File: config.mk
export PLATFORM = sky130hd
export DESIGN_NAME = alu_issue_stage
export DESIGN_NICKNAME = d
export VERILOG_FILES = /design/src/rtl/alu_issue_stage.sv
export SDC_FILE = /design/constraint.sdc
export NUM_CORES = 1
export LEC_CHECK = 0
export CAP_MARGIN = 20
export CORE_MARGIN = 10
export CORE_UTILIZATION = 47
export CTS_CLUSTER_SIZE = 25
export DETAILED_ROUTE_END_ITERATION = 10
export PLACE_DENSITY = 0.85
export SLEW_MARGIN = 10
export SYNTH_ARGS = -nofsm -noshare
export SYNTH_HDL_FRONTEND = slang
export SYNTH_SLANG_ARGS = --single-unit
export TNS_END_PERCENT = 100
File: constraint.sdc
create_clock -name clk -period 3.95 [get_ports clk]
set_input_delay 0.5925 -clock clk [delete_from_list [all_inputs] [get_ports clk]]
set_output_delay 0.5925 -clock clk [all_outputs]
set_load 0.01 [all_outputs]
File: src/rtl/alu_issue_stage.sv
// alu_issue_stage: command FIFO in front of a combinational 4-bit ALU, with a
// registered response stage, derived Z/N/V flags and the architectural flag
// register. Optional build macro: ALU_OP_CNT_EN adds saturating per-opcode
// completion counters on op_cnt (tied to zero otherwise).
module alu_issue_stage #(
   parameter int DEPTH = 4
) (
   input  logic                     clk,
   input  logic                     rst_n,
   input  logic                     cmd_valid,
   output logic                     cmd_ready,
   input  logic [3:0]               cmd_in1,
   input  logic [3:0]               cmd_in2,
   input  logic [1:0]               cmd_op,
   output logic [3:0]               alu_in1,
   output logic [3:0]               alu_in2,
   output logic [1:0]               alu_op,
   input  logic [3:0]               alu_out,
   input  logic                     alu_err,
   output logic                     rsp_valid,
   input  logic                     rsp_ready,
   output logic [3:0]               rsp_result,
   output logic [1:0]               rsp_op,
   output logic                     rsp_z,
   output logic                     rsp_n,
   output logic                     rsp_v,
   output logic [2:0]               flags,
   output logic [$clog2(DEPTH):0]   fifo_count,
   output logic [63:0]              op_cnt
);

   localparam int AW = $clog2(DEPTH);
   localparam int CW = AW + 1;
   localparam logic [CW-1:0] DEPTH_C = CW'(DEPTH);

   // Overflow is only meaningful for ADD (0) and SUB (1); opcode bit 1 marks logical ops.
   function automatic logic ovf_mask(input logic [1:0] op, input logic err);
      return ~op[1] & err;
   endfunction

   function automatic logic is_zero(input logic [3:0] v);
      return (v == 4'd0);
   endfunction

   logic [9:0]    mem_p0 [DEPTH];
   logic [9:0]    head_p0;
   logic [AW-1:0] wr_ptr;
   logic [AW-1:0] rd_ptr;
   logic          push;
   logic          adv;

   // Ready only looks at occupancy, so a full FIFO stalls even on a same-cycle pop.
   assign cmd_ready = (fifo_count < DEPTH_C);
   assign push      = cmd_valid & cmd_ready;
   assign adv       = (fifo_count != '0) & (~rsp_valid | rsp_ready);

   // Head entry feeds the ALU; an empty FIFO presents zeros instead of stale storage.
   assign head_p0 = (fifo_count != '0) ? mem_p0[rd_ptr] : 10'd0;
   assign alu_in1 = head_p0[9:6];
   assign alu_in2 = head_p0[5:2];
   assign alu_op  = head_p0[1:0];

   // Command storage: data only, so no reset is needed.
   always_ff @(posedge clk) begin
      if (push)
         mem_p0[wr_ptr] <= {cmd_in1, cmd_in2, cmd_op};
   end

   // Pointers and occupancy; pointers wrap naturally because DEPTH is a power of two.
   always_ff @(posedge clk or negedge rst_n) begin
      if (!rst_n) begin
         wr_ptr     <= '0;
         rd_ptr     <= '0;
         fifo_count <= '0;
      end else begin
         if (push)
            wr_ptr <= wr_ptr + AW'(1);
         if (adv)
            rd_ptr <= rd_ptr + AW'(1);
         case ({push, adv})
            2'b10:   fifo_count <= fifo_count + CW'(1);
            2'b01:   fifo_count <= fifo_count - CW'(1);
            default: fifo_count <= fifo_count;
         endcase
      end
   end

   // Response register: captures the ALU result on advance, clears once consumed.
   always_ff @(posedge clk or negedge rst_n) begin
      if (!rst_n) begin
         rsp_valid  <= 1'b0;
         rsp_result <= 4'd0;
         rsp_op     <= 2'd0;
         rsp_z      <= 1'b0;
         rsp_n      <= 1'b0;
         rsp_v      <= 1'b0;
      end else if (adv) begin
         rsp_valid  <= 1'b1;
         rsp_result <= alu_out;
         rsp_op     <= alu_op;
         rsp_z      <= is_zero(alu_out);
         rsp_n      <= alu_out[3];
         rsp_v      <= ovf_mask(alu_op, alu_err);
      end else if (rsp_ready) begin
         rsp_valid  <= 1'b0;
      end
   end

   // Architectural flags {Z,V,N}: logical ops only update Z, V and N hold.
   always_ff @(posedge clk or negedge rst_n) begin
      if (!rst_n) begin
         flags <= 3'b000;
      end else if (adv) begin
         flags[2] <= is_zero(alu_out);
         if (!alu_op[1]) begin
            flags[1] <= alu_err;
            flags[0] <= alu_out[3];
         end
      end
   end

`ifdef ALU_OP_CNT_EN
   function automatic logic [15:0] sat_inc16(input logic [15:0] v);
      return (v == 16'hFFFF) ? v : v + 16'd1;
   endfunction

   logic [15:0] cnt_q [4];

   // Per-opcode completion counters, saturating at all-ones.
   always_ff @(posedge clk or negedge rst_n) begin
      if (!rst_n) begin
         for (int i = 0; i < 4; i++)
            cnt_q[i] <= 16'd0;
      end else if (adv) begin
         cnt_q[alu_op] <= sat_inc16(cnt_q[alu_op]);
      end
   end

   assign op_cnt = {cnt_q[3], cnt_q[2], cnt_q[1], cnt_q[0]};
`else
   assign op_cnt = 64'd0;
`endif

endmodule

# Yosys cells after proc, flatten, opt, wreduce, memory -nomap -nowiden
# Memories as Yosys holds them, arrays and structs flattened.
# Cells that the tools add are included.
# W data, S select, Z words.
[word_totals]
out_inout_bits = 91
input_bits = 19
reg_bits = 19
ramBits = 40
n_memories = 1
[memory_table]
columns = ["name", "depth", "word_bits", "rd", "rd_ports_with_merged_regs", "write_ports", "line_no", "rtl"]
rows = [
  ["mem_p0", 4, 10, 1, 0, 1, "45", "logic [9:0] mem_p0 [DEPTH];"],
]
[op_classes]
n_eq_ne = 2
bitwise = 6
reduce_logical = 5
addsub = 4
magnitude_cmp = 1
n_mux = 6
[ops]
columns = ["operator", "n"]
rows = [
  ["$mux W10", 1],
  ["$pmux W3 S2", 1],
  ["$add A2 B1 Y2 const B", 2],
  ["$logic_not A4 Y1", 1],
  ["$mux W1", 4],
  ["$reduce_bool A2 Y1", 2],
  ["$add A3 B1 Y3 const B", 1],
  ["$and A1 B1 Y1", 3],
  ["$lt A3 B3 Y1 const B", 1],
  ["$reduce_bool A3 Y1", 1],
  ["$sub A3 B1 Y3 const B", 1],
  ["$eq A2 B1 Y1 const B", 1],
  ["$eq A2 B2 Y1 const B", 1],
  ["$not A1 Y1", 2],
  ["$reduce_and A2 Y1", 1],
  ["$or A1 B1 Y1", 1],
]

# Logic depth before layout (Yosys ltp)
# Gate-level depths: netlist (run 1).
[logic_depth]
depth_word = 5
depth_mapped = 9
ltp_nobuf = 9

# Least setup slack after synthesis (run 1)
# OpenSTA, ideal clock, no wires.
[synth_timing]
kind = "in2reg"
startpoint = "input rsp_ready"
endpoint = "register fifo_count[2]"
stages = 9
arrival_time_ps = 1908
t_required_ps = 3870
slack_ps = 1962
setup_time_ps = 80
path_cell_list = "nand2b_1 -> nand2_4 -> inv_2 -> ha_1 -> inv_1 -> fa_1 -> xor2_1 -> nor2_1 -> xnor2_1"
[synth_between]
elab_chain_len = 4
elab_cells_between_ends = 6
[synth_rtl]
columns = ["element", "line_no", "rtl"]
rows = [
  ["start, declared", "21", "input logic rsp_ready,"],
  ["$or A1 B1 Y1 *", "55", "assign adv = (fifo_count != '0) & (~rsp_valid | rsp_ready);"],
  ["$and A1 B1 Y1 *", "55", ""],
  ["net adv", "50", "logic adv;"],
  ["$eq A2 B1 Y1 / $eq A2 B2 Y1 (equally long branches)", "80", "case ({push, adv})"],
  ["$pmux W3 S2 / $reduce_bool A2 Y1 (equally long branches)", "n/a", ""],
  ["end signal, assigned", "81", "2'b10: fifo_count <= fifo_count + CW'(1);"],
  ["end signal, assigned", "82", "2'b01: fifo_count <= fifo_count - CW'(1);"],
  ["end signal, assigned", "83", "default: fifo_count <= fifo_count;"],
  ["end, declared", "28", "output logic [$clog2(DEPTH):0] fifo_count,"],
]
# Mark *: on every way through the listed nets, which the timed path passes. The rest lies on a longest branch.
# A chain may end at the register's enable or synchronous reset.

# Worst setup path after layout (run 1)
[layout_timing]
startpoint = "register rd_ptr[0]"
endpoint = "output alu_op[1]"
[layout_between]
elab_chain_len = 2
[layout_rtl]
columns = ["element", "line_no", "rtl"]
rows = [
  ["start, declared", "48", "logic [AW-1:0] rd_ptr;"],
  ["start signal, assigned", "79", "rd_ptr <= rd_ptr + AW'(1);"],
  ["$mem_v2 Z4 W10", "n/a", ""],
  ["$mux W10", "58", "assign head_p0 = (fifo_count != '0) ? mem_p0[rd_ptr] : 10'd0;"],
  ["end, declared", "17", "output logic [1:0] alu_op,"],
]
# Every way passes these cells.

==> results of run 1 <==
critical path, delay by kind of cell, from the launching register on:
family	cells	cell delay [ns]
buffers and inverters	1	0.48
multiplexers	1	0.65
AND/OR/NAND/NOR	1	0.18
flip-flops	1	0.79
state kept, by name, indices dropped and copies added (netlist names):
| register | cells |
|---|---|
| fifo_count | 3 |
| flags | 3 |
| mem_p0 | 40 |
| rd_ptr | 2 |
| rsp_op | 2 |
| rsp_result | 4 |
| rsp_v | 1 |
| rsp_valid | 1 |
| wr_ptr | 2 |
where the power goes:
part	total [mW]	internal, mW	switching, mW	leakage [nW]
Clock	0.465	0.259	0.206	0.0932
Sequential	0.923	0.804	0.120	0.576
Combinational	0.958	0.540	0.418	0.658
Total	2.35	1.60	0.743	1.33
placed cells by master (no fill, tap or decap), types with 2 or more instances in the layout:
cell	synthesis	final
ha_1	5	5
clkbuf_8	0	11
clkinv_2	0	3
and2_1	14	14
nor2b_1	2	2
mux4_2	10	10
xnor2_1	5	5
mux2_4	3	3
edfxtp_1	40	40
mux2_1	6	6
dfrtp_1	18	18
nand2_1	3	3
conb_1	1	64
clkdlybuf4s50_1	0	45
inv_1	7	7
clkbuf_1	2	2
how the worst min path moves through the flow:
| stage | from | to |
|---|---|---|
| global route | flags[0] | flags[0] |
| finish | flags[0] | flags[0] |
| global placement | flags[0] | flags[0] |
| CTS | flags[0] | flags[0] |
| detailed placement | flags[0] | flags[0] |
| floorplan | rst_n | fifo_count[0] |
layer usage:
layer / track usage [%] / vias to the layer above
met5: 0 / -
met4: 5.03 / 0
met3: 7.89 / 7
met2: 19.0 / 76
met1: 9.48 / 711
li1: - / 651
stage by stage:
step	hold WS, ns	utilization [%]	setup slack (ns)	cell area (um^2)	power, mW
6_report	0.492	55.8	0.921	3300	2.35
5_1_grt	0.526	55.8	0.774	3300	2.50
4_1_cts	0.492	55.8	0.868	3300	2.38
3_5_place_dp	0.478	52.9	1.24	3130	1.91
3_3_place_gp	0.469	52.9	1.26	3130	1.87
2_1_floorplan	0.297	-	1.96	3100	1.52
cells by family (layout without fill, tap and decap cells):
group,after synthesis,after routing
buf+inv,78,69
flops,58,58
simple gates,27,27
mux,19,19
fa+ha+maj,6,6
xor+xnor,6,6
compound gates,3,3
other cells,1,64
layout make-up:
| type | count | share of cell area [%] |
|---|---|---|
| multi-input cells | 125 | 27.3 |
| clock buffers | 13 | 4.81 |
| flip-flops and latches | 58 | 50.0 |
| repair buffers | 45 | 13.6 |
| well taps | 75 | 2.84 |
| inverters | 8 | 0.909 |
| clock inverters | 3 | 0.455 |
==> impl_metrics.ini, run 1 <==
[synth]
synth_edf_count = 40
synth_xor_area_share_pct = 1.83
synth-compound-area-share_pct = 0.655
synth_cell_type_count = 29
synth_top_family_by_area = buffers and inverters
synth_area_um2 = 2860
ys_async_sr_fraction_pct = 31.0
avgSynthCellArea_um2 = 14.5
ys_ff_latch = 58
synth_most_common_cell = buf_4
synth_common_cells = buf_4 (67), edfxtp_1 (40), dfrtp_1 (18), and2_1 (14), mux4_2 (10)
synth_top_area_share_pct = 41.9
synthTopCellsByArea = edfxtp_1 (42%), buf_4 (18%), dfrtp_1 (16%)
synthCells = 198
synth_adder_area_share_pct = 2.88
synthSimpleGateAreaFrac_pct = 5.99
synthFlopType = edfxtp_1
yosysSeqAreaShare_pct = 57.7
yosysWarnings = 0
synth_mux_area_share_pct = 11.8
synth_top_area_cell = edfxtp_1

[clock_tree]
clockRootBuffer = clkbuf_8
cts_resized = 0
cts_hold_buf = 0
cts_setup_buffers = 0
clk_pin_slew_worst_paths_ns = 0.06
cts_tree = done
cts_buffer_depth = 2
cts_made_buffers = 9
clock-sinks = 58
cts_max_level = 3
clock_latency_ns = 0.33

[sta]
finalSetupTns_ns = 0
fin_skew_ns = 0.00622
tightest_slew_ns = 0.818
period_minus_slack_ns = 3.03
rsz0062_at_grt = no
drv_slew = 0
setup_viol = 0
fmax_mhz = 330
hold_viol = 0
finalCritPeriodShare_pct = 76.7
relSlewSlack_pct = 45.3

[floorplan]
core_um2 = 5920
num_rows = 28
fp.dieArea_um2 = 9620
ios = 110
start_util_pct = 48.4
fp.dieW_um = 98.1
die_height_um = 98.1

[power_and_ir_drop]
vdd_drop_max_uv = 415
p_leak_nw = 1.33
power.density_nw_per_um2 = 710

[critical_path]
r2r_start = fifo_count[0]
path_class = register to output port
r2r_end = fifo_count[1]
r2r_cells = 7
arrival_ns = 2.44
reg2reg_slack_ns = 1.64
crit_required_ns = 3.36
cpPeakStageDelay_ns = 0.79
start_kind = register
cp-startpoint = rd_ptr[0]
cp-endpoint = alu_op[1]
worstPathMaxFanout = 12
crit_path_top_delay_cell = dfrtp_1
cp-end-kind = output port
crit_chain = mux4_2, and2_1, clkdlybuf4s50_1

[global_route]
antenna_found_initial = 0
grt_pass1_vias = 1600
grt_use_total_pct = 11.1
grt_overflow = 0
grt_max_degree = 19
grt_pass1_wl_um = 8390

[final_layout]
area_growth_pct = 15.3
multi_input_area_um2 = 903
nets = 272
n_antenna_cell = 0
register_area_um2 = 1650
n_fill_cell = 451
final_layout_size_suffix_gt1_share_pct = 11.9
fin_cells = 327

[detailed_routing]
dr.max_layer_used = met4
remaining_drc_errors = 0
wl_per_cell_um = 16.0
drt-vias-per-instance = 4.42
vias = 1445
drtIter0Drc = 114
route.met2.wl_um = 2710
ant_nets = 0
wl_met3_um = 767
wl_met1_um = 1670
wl_um = 5220
firstDrtPassIters = 4

[place]
io_buffers = 45
dp.cells = 311
globalplace.congestion = 0.718
hpwlAfterDp_um = 4120

[flow_run]
drv_cap = 0

[status]
outcome = complete, no violations

[worst_hold_path]
worstHoldPathCells = 1
hold_class = register to register
No activity file was read; power rests on OpenSTA's default activity.
==> run 2, diff against run 1 <==
--- a/config.mk
+++ b/config.mk
@@ -7,10 +7,10 @@
 export LEC_CHECK = 0
 export CAP_MARGIN = 20
 export CORE_MARGIN = 10
-export CORE_UTILIZATION = 47
+export CORE_UTILIZATION = 44
 export CTS_CLUSTER_SIZE = 25
 export DETAILED_ROUTE_END_ITERATION = 10
-export PLACE_DENSITY = 0.85
+export PLACE_DENSITY = 0.8
 export SLEW_MARGIN = 10
 export SYNTH_ARGS = -nofsm -noshare
 export SYNTH_HDL_FRONTEND = slang
==> constraint.sdc (replaced) <==
create_clock -name clk -period 2.8 [get_ports clk]
set_input_delay 0.42 -clock clk [delete_from_list [all_inputs] [get_ports clk]]
set_output_delay 0.42 -clock clk [all_outputs]
set_load 0.01 [all_outputs]
==> impl_metrics.ini, run 2 (synthesis results as in run 1) <==
[clock_tree]
clockRootBuffer = clkbuf_8
cts_max_level = 3
clock-sinks = 58
cts_tree = done
cts_resized = 0
cts_setup_buffers = 0
cts_made_buffers = 9
cts_hold_buf = 0
clk_pin_slew_worst_paths_ns = 0.06
cts_buffer_depth = 2
clock_latency_ns = 0.32

[sta]
setup_viol = 0
relSlewSlack_pct = 45.0
hold_viol = 0
tightest_slew_ns = 0.823
drv_slew = 0
fin_skew_ns = 0.00550
finalCritPeriodShare_pct = 91.6
finalSetupTns_ns = 0
period_minus_slack_ns = 2.57
rsz0062_at_grt = no
finalWorstSetupSlack_ns = 0.234
fmax_mhz = 390
hold_slack_ns = 0.484

[worst_hold_path]
worstHoldPathCells = 1
hold_class = register to register
holdCritStartpoint = flags[1]
min_to = flags[1]

[final_layout]
n_fill_cell = 501
multi_input_area_um2 = 903
final_common_cell = conb_1
area_growth_pct = 15.2
fin_cells = 331
n_antenna_cell = 0
final_layout_size_suffix_gt1_share_pct = 11.4
register_area_um2 = 1650
nets = 274
reg_top3 = mem_p0 (40), rsp_result (4)
final_cell_mix = conb_1 (64), clkdlybuf4s50_1 (45), edfxtp_1 (40)
largest_reg_flops = 40
largest_register = mem_p0

[power_and_ir_drop]
power.density_nw_per_um2 = 989
power.total_mw = 3.26
p_int_mw = 2.22
p_sw_mw = 1.04
combPwrFrac_pct = 43.2
seqPwrFrac_pct = 38.8
clockPowerShare_pct = 18.0
p_leak_nw = 1.32
switching_share_pct = 31.9
vdd_drop_max_uv = 553

[critical_path]
r2r_end = fifo_count[2]
worstPathMaxFanout = 12
reg2reg_slack_ns = 0.53
start_kind = register
path_class = register to output port
cp-end-kind = output port
arrival_ns = 2.15
r2r_start = fifo_count[0]
crit_required_ns = 2.38
r2r_cells = 9

[detailed_routing]
drtIter0Drc = 86
vias = 1435
ant_nets = 0
wl_per_cell_um = 15.5
remaining_drc_errors = 0
drt-vias-per-instance = 4.34
wl_um = 5120
firstDrtPassIters = 6

[flow_run]
drv_cap = 0

[place]
globalplace.congestion = 0.787
io_buffers = 45
dp.cells = 315
hpwlAfterDp_um = 4050
place_ws_ns = 0.287

[floorplan]
num_rows = 29
core_um2 = 6350
die_height_um = 101
fp.dieArea_um2 = 10100
start_util_pct = 45.1
fp.dieW_um = 101
ios = 110

[global_route]
grt_pass1_vias = 1554
grt_pass1_wl_um = 7900
grt_max_degree = 19
grt_use_total_pct = 10.1
antenna_found_initial = 0
grt_overflow = 0

[status]
outcome = complete, no violations
## run 2: changes by cell type in the layout (fill, tap and decap cells not counted)
cell / before / now
buf_4: 0 / 2
clkinv_1: 0 / 3
clkbuf_8: 11 / 9
clkinv_2: 3 / 2
## run 2: how the worst max path moves through the flow
stage          slack, ns  cells after the start     startpoint             to
3_3_place_gp        0.41                     10      rsp_ready  fifo_count[2]
4_1_cts             0.18                      4      rd_ptr[0]      alu_op[1]
5_1_grt             0.12                      4      rd_ptr[0]      alu_op[1]
3_5_place_dp        0.29                     10      rsp_ready  fifo_count[2]
2_1_floorplan       0.86                      7  fifo_count[0]  fifo_count[1]
6_report            0.23                      4      rd_ptr[0]      alu_op[1]
## run 2: final cells by class
cell class	count	area share [%]
Multi-Input combinational cell	125	27.4
Timing Repair Buffer	47	14.1
Clock inverter	5	0.645
Tap cell	77	2.92
Inverter	8	0.910
Clock buffer	11	3.98
Sequential cell	58	50.1
## run 2: per-layer routing
| layer | global-route usage (%) | vias up | wire length, um |
|---|---|---|---|
| met1 | 9.03 | 701 | 1620 |
| met3 | 4.66 | 6 | 744 |
| met2 | 18.2 | 70 | 2700 |
| met5 | 0 | - | 0 |
| li1 | - | 658 | - |
| met4 | 5.54 | 0 | 52 |
## run 2: power groups by stage
stage | sequential [mW] | combinational (mW) | clock [mW]
finish | 1.27 | 1.41 | 0.589
global route | 1.30 | 1.55 | 0.640
CTS | 1.27 | 1.45 | 0.602
detailed placement | 1.29 | 1.44 | 0
global placement | 1.28 | 1.40 | 0
floorplan | 1.28 | 0.857 | 0
## run 2: stage by stage
step / instance area (um^2) / utilization, %
floorplan: 3100 / -
global placement: 3150 / 49.6
detailed placement: 3150 / 49.6
CTS: 3300 / 52.0
global route: 3300 / 52.0
finish: 3300 / 52.0
## run 2: worst max-delay path, cell delays in order (launching register included)
cell and delay [ns]:
dfrtp_1 0.32, buf_4 0.25, mux4_2 0.59, and2_1 0.19, clkdlybuf4s50_1 0.48
